[config.mk]
export PLATFORM = sky130hd
export DESIGN_NAME = sensor_uart_tx_flat
export DESIGN_NICKNAME = d
export VERILOG_FILES = /design/src/rtl/sensor_uart_tx_if.sv /design/src/rtl/sensor_uart_tx.sv /design/src/flat_wrapper.sv
export SDC_FILE = /design/constraint.sdc
export NUM_CORES = 1
export LEC_CHECK = 0
export CORE_ASPECT_RATIO = 0.6
export CORE_MARGIN = 2
export CORE_UTILIZATION = 30
export DETAILED_ROUTE_END_ITERATION = 10
export PLACE_DENSITY_LB_ADDON = 0.25
export RECOVER_POWER = 100
export SKIP_LAST_GASP = 1
export SLEW_MARGIN = 10
export SYNTH_ARGS = -nofsm -noshare
export SYNTH_HDL_FRONTEND = slang
export SYNTH_SLANG_ARGS = --single-unit
[constraint.sdc]
create_clock -name clk -period 4 [get_ports clk]
set_input_delay 0.8 -clock clk [delete_from_list [all_inputs] [get_ports clk]]
set_output_delay 0.8 -clock clk [all_outputs]
set_load 0.02 [all_outputs]
[src/rtl/sensor_uart_tx_if.sv]
// Byte-stream handshake from the sensor/command source into the UART transmitter.
interface sensor_uart_tx_if;
    logic [7:0] s_data;
    logic       s_valid;
    logic       s_ready;

    modport master (output s_data, output s_valid, input s_ready);
    modport slave  (input s_data, input s_valid, output s_ready);
endinterface

[src/rtl/sensor_uart_tx.sv]
// Sensor-side 8N1 UART transmitter fed from a small circular byte FIFO.
// Frames are sent back-to-back while bytes remain buffered.
module sensor_uart_tx #(
    parameter int CLK_FREQ     = 100_000_000,
    parameter int BAUD_RATE    = 115_200,
    parameter int CLKS_PER_BIT = CLK_FREQ / BAUD_RATE,
    parameter int FIFO_DEPTH   = 8
) (
    input  logic                          clk,
    input  logic                          rst_n,
    sensor_uart_tx_if.slave               s_bus,
    output logic                          uart_tx,
    output logic                          tx_busy,
    output logic [$clog2(FIFO_DEPTH):0]   fifo_count
);

    localparam int AW = $clog2(FIFO_DEPTH);
    localparam int CW = AW + 1;
    localparam int BW = (CLKS_PER_BIT > 2) ? $clog2(CLKS_PER_BIT) : 1;
    localparam logic [CW-1:0] DEPTH_C   = CW'(FIFO_DEPTH);
    localparam logic [BW-1:0] BAUD_LAST = BW'(CLKS_PER_BIT - 1);

    typedef enum logic [1:0] {S_IDLE, S_START, S_DATA, S_STOP} state_t;

    state_t          r_state;
    state_t          w_nextState;

    logic [7:0]      r_mem [FIFO_DEPTH];
    logic [AW-1:0]   r_wrPtr;
    logic [AW-1:0]   r_rdPtr;
    logic [CW-1:0]   r_count;

    logic [7:0]      r_shift;
    logic [BW-1:0]   r_baudCnt;
    logic [2:0]      r_bitIdx;
    logic            r_tx;

    logic            w_ready;
    logic            w_push;
    logic            w_pop;
    logic            w_notEmpty;
    logic            w_cellEnd;
    logic [2:0]      w_bitInc;
    logic            w_txNext;
    logic [BW-1:0]   w_baudNext;
    logic [2:0]      w_bitNext;

    // A full FIFO refuses input even when the FSM pops on the same edge.
    assign w_ready    = rst_n && (r_count != DEPTH_C);
    assign w_push     = s_bus.s_valid && w_ready;
    assign w_notEmpty = (r_count != '0);
    assign w_cellEnd  = (r_baudCnt == BAUD_LAST);
    assign w_bitInc   = r_bitIdx + 3'd1;

    assign s_bus.s_ready = w_ready;
    assign uart_tx       = r_tx;
    assign tx_busy       = (r_state != S_IDLE);
    assign fifo_count    = r_count;

    always_ff @(posedge clk) begin
        if (!rst_n) begin
            r_state <= S_IDLE;
        end else begin
            r_state <= w_nextState;
        end
    end

    always_comb begin
        w_nextState = r_state;
        w_pop       = 1'b0;
        w_txNext    = r_tx;
        w_baudNext  = r_baudCnt;
        w_bitNext   = r_bitIdx;
        case (r_state)
            S_IDLE: begin
                w_txNext   = 1'b1;
                w_baudNext = '0;
                w_bitNext  = '0;
                if (w_notEmpty) begin
                    w_pop       = 1'b1;
                    w_txNext    = 1'b0;
                    w_nextState = S_START;
                end
            end
            S_START: begin
                if (w_cellEnd) begin
                    w_baudNext  = '0;
                    w_bitNext   = '0;
                    w_txNext    = r_shift[0];
                    w_nextState = S_DATA;
                end else begin
                    w_baudNext = r_baudCnt + BW'(1);
                end
            end
            S_DATA: begin
                if (w_cellEnd) begin
                    w_baudNext = '0;
                    if (r_bitIdx == 3'd7) begin
                        w_txNext    = 1'b1;
                        w_nextState = S_STOP;
                    end else begin
                        w_bitNext = w_bitInc;
                        w_txNext  = r_shift[w_bitInc];
                    end
                end else begin
                    w_baudNext = r_baudCnt + BW'(1);
                end
            end
            S_STOP: begin
                if (w_cellEnd) begin
                    w_baudNext = '0;
                    // Chain straight into the next start bit when more bytes wait.
                    if (w_notEmpty) begin
                        w_pop       = 1'b1;
                        w_txNext    = 1'b0;
                        w_nextState = S_START;
                    end else begin
                        w_txNext    = 1'b1;
                        w_nextState = S_IDLE;
                    end
                end else begin
                    w_baudNext = r_baudCnt + BW'(1);
                end
            end
            default: begin
                w_txNext    = 1'b1;
                w_nextState = S_IDLE;
            end
        endcase
    end

    always_ff @(posedge clk) begin
        if (!rst_n) begin
            r_tx      <= 1'b1;
            r_baudCnt <= '0;
            r_bitIdx  <= '0;
            r_shift   <= '0;
            r_wrPtr   <= '0;
            r_rdPtr   <= '0;
            r_count   <= '0;
        end else begin
            r_tx      <= w_txNext;
            r_baudCnt <= w_baudNext;
            r_bitIdx  <= w_bitNext;
            if (w_pop) begin
                r_shift <= r_mem[r_rdPtr];
                r_rdPtr <= r_rdPtr + AW'(1);
            end
            if (w_push) begin
                r_wrPtr <= r_wrPtr + AW'(1);
            end
            case ({w_push, w_pop})
                2'b10:   r_count <= r_count + CW'(1);
                2'b01:   r_count <= r_count - CW'(1);
                default: r_count <= r_count;
            endcase
        end
    end

    always_ff @(posedge clk) begin
        if (w_push) begin
            r_mem[r_wrPtr] <= s_bus.s_data;
        end
    end

endmodule
[src/flat_wrapper.sv]
// flat-port wrapper written by rule: the top's interface ports become plain ports
module sensor_uart_tx_flat 
#(
    parameter int CLK_FREQ     = 100_000_000,
    parameter int BAUD_RATE    = 115_200,
    parameter int CLKS_PER_BIT = CLK_FREQ / BAUD_RATE,
    parameter int FIFO_DEPTH   = 8
)
  (clk, rst_n, uart_tx, tx_busy, fifo_count, s_bus_s_data, s_bus_s_valid, s_bus_s_ready);
  sensor_uart_tx_if s_bus_i ();
  input  logic clk;
  input  logic rst_n;
  output logic uart_tx;
  output logic tx_busy;
  output logic [$clog2(FIFO_DEPTH):0] fifo_count;
  input wire logic [$bits(s_bus_i.s_data)-1:0] s_bus_s_data;
  input wire logic [$bits(s_bus_i.s_valid)-1:0] s_bus_s_valid;
  output wire logic [$bits(s_bus_i.s_ready)-1:0] s_bus_s_ready;
  assign s_bus_i.s_data = s_bus_s_data;
  assign s_bus_i.s_valid = s_bus_s_valid;
  assign s_bus_s_ready = s_bus_i.s_ready;
  sensor_uart_tx #(.CLK_FREQ(CLK_FREQ), .BAUD_RATE(BAUD_RATE), .CLKS_PER_BIT(CLKS_PER_BIT), .FIFO_DEPTH(FIFO_DEPTH)) u_core (.clk(clk), .rst_n(rst_n), .s_bus(s_bus_i), .uart_tx(uart_tx), .tx_busy(tx_busy), .fifo_count(fifo_count));
endmodule
==> results of run 1 <==
-- layout by cell type (no fill, tap or decap), types with 5 or more instances in the layout --
| cell type | n |
|---|---|
| clkbuf_16 | 9 |
| clkbuf_1 | 8 |
| ha_1 | 13 |
| a22oi_1 | 8 |
| mux4_2 | 9 |
| nor3_1 | 6 |
| dlygate4sd3_1 | 16 |
| a21oi_1 | 5 |
| xor2_1 | 6 |
| xnor2_1 | 6 |
| o211ai_1 | 9 |
| mux2i_1 | 29 |
| nand3_1 | 9 |
| dfxtp_1 | 34 |
| nand2_1 | 27 |
| nor2_1 | 22 |
| nand2b_1 | 6 |
| inv_1 | 8 |
| edfxtp_1 | 64 |
-- kinds of logic after synthesis --
kind of cell / count (synthesis) / share of synthesized area (%)
AOI/OAI and AO/OA: 39 / 6.69
xor gates and xnor gates: 12 / 2.49
adders and majority gates: 13 / 3.85
buffers and inverters: 21 / 2.28
DFF: 98 / 61.6
muxes: 40 / 12.5
and+or+nand+nor: 90 / 10.6
-- per-stage QoR --
step | total power [mW] | cell area (sq um) | hold WS, ns | util, % | instances
after global placement | 2.08 | 4650 | 0.447 | 33.9 | 519
after floorplan | 1.86 | 4230 | 0.430 | - | 313
after detailed placement | 2.07 | 4650 | 0.456 | 33.9 | 519
final | 2.91 | 4910 | 0.461 | 35.8 | 535
after global routing | 3.08 | 4910 | 0.487 | 35.8 | 535
after CTS | 2.96 | 4950 | 0.465 | 36.1 | 535
-- area by class of cell --
type,count,share of cell area (%)
timing repair buffer,27,4.38
clock inverter,7,1.55
tap,192,4.89
multi-input combinational,194,31.0
inverter,8,0.611
clock buffer,9,4.58
sequential,98,53.0
-- routing by layer --
metal	GRT usage (%)	vias up
li1	-	1227
met2	16.9	28
met1	17.4	1208
met3	3.83	8
met5	0	-
met4	2.95	0
-- registers in the layout, indices dropped and copies added (netlist names) --
name	flops
u_core.uart_tx	1
u_core.r_baudCnt	10
u_core.r_mem	64
u_core.r_wrPtr	3
u_core.r_bitIdx	3
u_core.r_rdPtr	3
u_core.fifo_count	4
u_core.r_shift	8
u_core.r_state	2
-- worst min path at each step --
stage	to	slack, ns	depth (start not counted)
5_1_grt	u_core.r_shift[6]	0.49	2
3_5_place_dp	u_core.r_bitIdx[2]	0.46	2
6_report	u_core.r_shift[1]	0.46	2
4_1_cts	u_core.r_bitIdx[2]	0.46	2
2_1_floorplan	u_core.r_baudCnt[0]	0.43	1
3_3_place_gp	u_core.r_bitIdx[2]	0.45	2
-- worst max-delay path: cells and delay by family --
kind / cells / cell delay (ns)
buffers and inverters: 2 / 1.35
AND/OR/NAND/NOR: 1 / 0.21
-- power groups by stage --
stage          clock network (mW)  registers (mW)  logic [mW]
4_1_cts                     0.905            1.27       0.783
6_report                    0.875            1.27       0.762
2_1_floorplan                   0            1.26       0.593
3_5_place_dp                    0            1.29       0.778
3_3_place_gp                    0            1.29       0.780
5_1_grt                     0.945            1.29       0.842
==> impl_metrics.py, run 1 <==
metrics = {
    "outcome": {
        "status": "finished clean",
    },
    "route": {
        "vias_per_cell": 4.62,
        "wl_met1_um": 4560,
        "antenna_left": 0,
        "dr_wl_met3_um": 274,
        "drt_iter0_drc": 157,
        "wl_per_cell_um": 15.5,
        "drc": 0,
        "top_layer": "met4",
        "vias": 2471,
        "routed-wl-met2_um": 3380,
        "routed_wl_um": 8280,
        "firstDrtPassIters": 4,
    },
    "synth": {
        "postSynthCellCount": 313,
        "synth_fp_nets": 337,
        "synth.most_common_cell": "edfxtp_1",
        "synth_top_area_cell": "edfxtp_1",
        "synth_edf_count": 64,
        "async_reset_ff_share_pct": 0,
        "netlist_area_sq_um": 4230,
        "synth_area_per_cell_sq_um": 13.5,
        "synthFlopType": "edfxtp_1",
        "ys_ff_latch": 98,
        "seq_area_frac_synth_pct": 61.6,
        "yosys.cell_types.count": 49,
        "synth-warning-count": 0,
        "synth_area_leaders": "edfxtp_1 (45%), dfxtp_1 (16%), mux2i_1 (6.9%)",
        "synthDominantCellAreaShare_pct": 45.5,
        "yosys-top-cells-count": "edfxtp_1 (64), dfxtp_1 (34), mux2i_1 (29), nand2_1 (27), nor2_1 (22)",
    },
    "critical_path": {
        "end_kind": "primary output",
        "cpPeakStageDelay_ns": 0.69,
        "worst-setup-path-type": "input pin to primary output",
        "path_common_cell": "dlygate4sd3_1",
        "reg2reg_to": "u_core.fifo_count[2]",
        "cp.arrival_ns": 2.36,
        "required_ns": 3.20,
        "r2r_slack_ns": 1.10,
        "crit_fanout": 5,
        "r2r_cells": 11,
        "cp_slowest_cell": "dlygate4sd3_1",
        "crit_chain": "dlygate4sd3_1 > and2_0 > dlygate4sd3_1",
        "start_kind": "input pin",
        "r2r_start": "u_core.r_baudCnt[0]",
        "crit_start": "rst_n",
        "worstSetupEndpoint": "s_bus_s_ready",
    },
    "sta": {
        "finalCritPeriodShare_pct": 79.1,
        "fin_tns_setup_ns": 0,
        "clock_skew_ns": 0.00659,
        "slew_headroom_pct": 38.4,
        "setup_viol": 0,
        "rsz0062_at_grt": "no",
        "setup_ws_ns": 0.837,
        "tightest_slew_ns": 0.924,
        "maxSlewViolCount": 0,
        "max_freq_mhz": 316,
        "hold_viol": 0,
        "period_minus_slack_ns": 3.16,
    },
    "power_and_ir_drop": {
        "power_frac_seq_pct": 43.7,
        "p_int_mw": 2.02,
        "power_density_nw_per_um2": 591,
        "clock_power_share_pct": 30.1,
        "switching_share_pct": 30.6,
        "combPwrFrac_pct": 26.2,
        "leakage_nw": 1.57,
        "ir_worst_vdd_mv": 0.250,
        "p_sw_mw": 0.888,
    },
    "clocking": {
        "cts.sinks": 98,
        "cts_buffer_depth": 2,
        "cts-root-buf": "clkbuf_16",
        "clock_latency_ns": 0.34,
        "cts_tree": "done",
        "cts_buffers": 9,
        "cts_setup_buffers": 0,
        "htree_levels": 3,
        "postCtsHoldBufs": 0,
        "ctsResizeCount": 0,
        "clkTransAtPathRegs_ns": 0.07,
    },
    "placement": {
        "gp_congestion": 0.743,
        "hpwlAfterDp_um": 5650,
        "place_ws_ns": 0.989,
        "place.port_buffers": 17,
    },
    "grt": {
        "overflow": 0,
        "grt_pass1_vias": 2509,
        "grt_max_degree": 34,
        "grt_use_total_pct": 11.9,
        "grt_pass1_wl_um": 13400,
        "grt_antenna_before_repair": 0,
    },
    "layout": {
        "layout.nets": 362,
        "multi_input_area_sq_um": 1520,
        "area_delta_synth_final_pct": 16.2,
        "seqCellArea_sq_um": 2600,
        "layout-drive-gt1-share_pct": 8.75,
        "num_antenna_cells": 0,
        "fill_cells": 1351,
    },
    "floorplan": {
        "fp.dieH_um": 96.0,
        "rows": 33,
        "die-width_um": 157,
        "pin_count": 18,
        "initial_core_util_pct": 30.8,
        "core_region_area_sq_um": 13700,
        "die_area_sq_um": 15100,
    },
    "min_path": {
        "hp-start": "u_core.r_shift[1]",
        "worstHoldPathType": "flip-flop to flip-flop",
    },
    "job": {
        "drv_cap": 0,
    },
}
Power figures use the tool's default switching activity.
==> run 2, diff against run 1 <==
==> constraint.sdc (replaced) <==
create_clock -name clk -period 2.67 [get_ports clk]
set_input_delay 0.534 -clock clk [delete_from_list [all_inputs] [get_ports clk]]
set_output_delay 0.534 -clock clk [all_outputs]
set_load 0.02 [all_outputs]
==> impl_metrics.py, run 2 (same netlist as run 1, synthesis figures left out) <==
metrics = {
    "critical_path": {
        "r2r_start": "u_core.r_baudCnt[0]",
        "worst-setup-path-type": "flip-flop to flip-flop",
        "cp_slowest_cell": "dfxtp_1",
        "crit_fanout": 4,
        "start_kind": "flip-flop",
        "reg2reg_to": "u_core.fifo_count[2]",
        "end_kind": "flip-flop",
        "crit_buf_inv": 0,
        "crit_family": "simple AND/OR/NAND/NOR gates",
        "required_ns": 2.95,
        "r2r_slack_ns": 0.16,
        "cp.arrival_ns": 2.79,
        "crit_chain": "ha_1 > nor3b_4 > a41oi_2 > nor2_2 > ha_2 > xor2_1 > ha_1 > a21oi_1 > xor2_1 > or3_1 > a21oi_1",
        "r2r_cells": 11,
        "cpPeakStageDelay_ns": 0.38,
    },
    "sta": {
        "clock_skew_ns": 0.00688,
        "finalCritPeriodShare_pct": 93.9,
        "tightest_slew_ns": 0.707,
        "setup_ws_ns": 0.163,
        "period_minus_slack_ns": 2.51,
        "fin_hold_ws_ns": 0.453,
        "slew_headroom_pct": 52.9,
        "hold_viol": 0,
        "setup_viol": 0,
        "maxSlewViolCount": 0,
        "max_freq_mhz": 399,
    },
    "route": {
        "firstDrtPassIters": 4,
        "drc": 0,
        "wl_per_cell_um": 15.7,
        "antenna_left": 0,
        "routed_wl_um": 8590,
        "vias": 2537,
        "drt_iter0_drc": 151,
        "vias_per_cell": 4.63,
    },
    "placement": {
        "gp_congestion": 0.791,
        "place.port_buffers": 17,
        "hpwlAfterDp_um": 5970,
        "place_ws_ns": 0.0969,
    },
    "floorplan": {
        "rows": 33,
        "initial_core_util_pct": 30.8,
        "pin_count": 18,
        "die-width_um": 157,
        "die_area_sq_um": 15100,
        "fp.dieH_um": 96.0,
        "core_region_area_sq_um": 13700,
    },
    "power_and_ir_drop": {
        "power_density_nw_per_um2": 883,
        "ir_worst_vdd_mv": 0.377,
        "leakage_nw": 1.65,
        "power_mw": 4.46,
    },
    "grt": {
        "overflow": 0,
        "grt_antenna_before_repair": 0,
        "grt_pass1_vias": 2516,
        "grt_pass1_wl_um": 13800,
        "grt_use_total_pct": 12.4,
        "grt_max_degree": 35,
    },
    "clocking": {
        "cts.sinks": 98,
        "cts-root-buf": "clkbuf_16",
        "cts_tree": "done",
        "cts_buffer_depth": 2,
        "clock_latency_ns": 0.34,
        "cts_buffers": 9,
        "htree_levels": 3,
        "clkTransAtPathRegs_ns": 0.07,
    },
    "layout": {
        "num_antenna_cells": 0,
        "layout_commonest_cell": "edfxtp_1",
        "layout-drive-gt1-share_pct": 14.6,
        "area_delta_synth_final_pct": 19.5,
        "reg_top3": "u_core.r_mem (64), u_core.r_baudCnt (10), u_core.r_shift (8)",
        "largest_reg_flops": 64,
        "fill_cells": 1357,
        "largest_register": "u_core.r_mem",
        "final_cell_mix": "edfxtp_1 (64), dfxtp_1 (34), mux2i_1 (29)",
        "layout.nets": 375,
    },
    "min_path": {
        "whs_endpoint": "u_core.r_shift[1]",
        "worstHoldPathType": "flip-flop to flip-flop",
        "hp-start": "u_core.r_shift[1]",
        "hold_depth": 2,
    },
    "outcome": {
        "status": "finished clean",
    },
    "job": {
        "drv_cap": 0,
    },
}
## run 2: changes by cell type in the layout (fill, tap and decap cells not counted), moves of 2 or more
cell and change:
buf_4 +18, clkbuf_1 -5, clkdlybuf4s50_1 +5, clkinv_4 +3, dlygate4sd3_1 -6, inv_6 -2
## run 2: repair_timing
item                       CTS  global route
gates resized for setup      0             6
buffers inserted             0             0
setup endpoints to repair    0             2
hold buffers                 0             0
## run 2: area by class of cell
type	count	area [sq um]	share of cell area [%]
Clock inverter	6	68.8	1.36
Sequential cell	98	2600	51.5
Multi-Input combinational cell	194	1550	30.6
Tap cell	192	240	4.75
Timing Repair Buffer	40	335	6.64
Inverter	8	30.0	0.594
Clock buffer	10	229	4.53
## run 2: power by group
group	internal, mW	leakage [nW]	total, mW	switching (mW)
clock	0.730	0.143	1.29	0.562
sequential	1.75	0.855	1.85	0.0963
combinational	0.618	0.656	1.32	0.703
total	3.10	1.65	4.46	1.36
## run 2: how the worst max path moves through the flow
stage / startpoint / endpoint / slack, ns / cells after the start
floorplan: u_core.r_state[0] / u_core.fifo_count[2] / 0.05 / 12
global placement: rst_n / u_core.fifo_count[2] / 0.14 / 9
detailed placement: rst_n / u_core.fifo_count[2] / 0.1 / 9
CTS: u_core.fifo_count[0] / s_bus_s_ready / 0.005 / 3
global route: u_core.r_baudCnt[0] / u_core.fifo_count[2] / -0.02 / 11
finish: u_core.r_baudCnt[0] / u_core.fifo_count[2] / 0.16 / 11
## run 2: worst min-delay path, stage by stage (launching register included)
cell and delay [ns]:
dfxtp_1 0.31, nand2_1 0.05, mux2i_1 0.05
## run 2: routing by layer
metal | vias up | global-route usage, % | share of wire, % | routed length, um
li1 | 1257 | - | - | -
met4 | 0 | 3.41 | 0.86 | 74
met5 | - | 0 | 0 | 0
met3 | 7 | 3.78 | 3.9 | 332
met2 | 38 | 17.2 | 41 | 3510
met1 | 1235 | 18.4 | 54 | 4680
## run 2: per-stage QoR
stage	util, %	cell area [sq um]	setup TNS (ns)	instances
finish	36.9	5050	0	548
global route	36.9	5050	-0.0243	548
CTS	36.8	5040	0	548
detailed placement	34.6	4740	0	532
global placement	34.6	4740	0	532
floorplan	-	4230	0	313
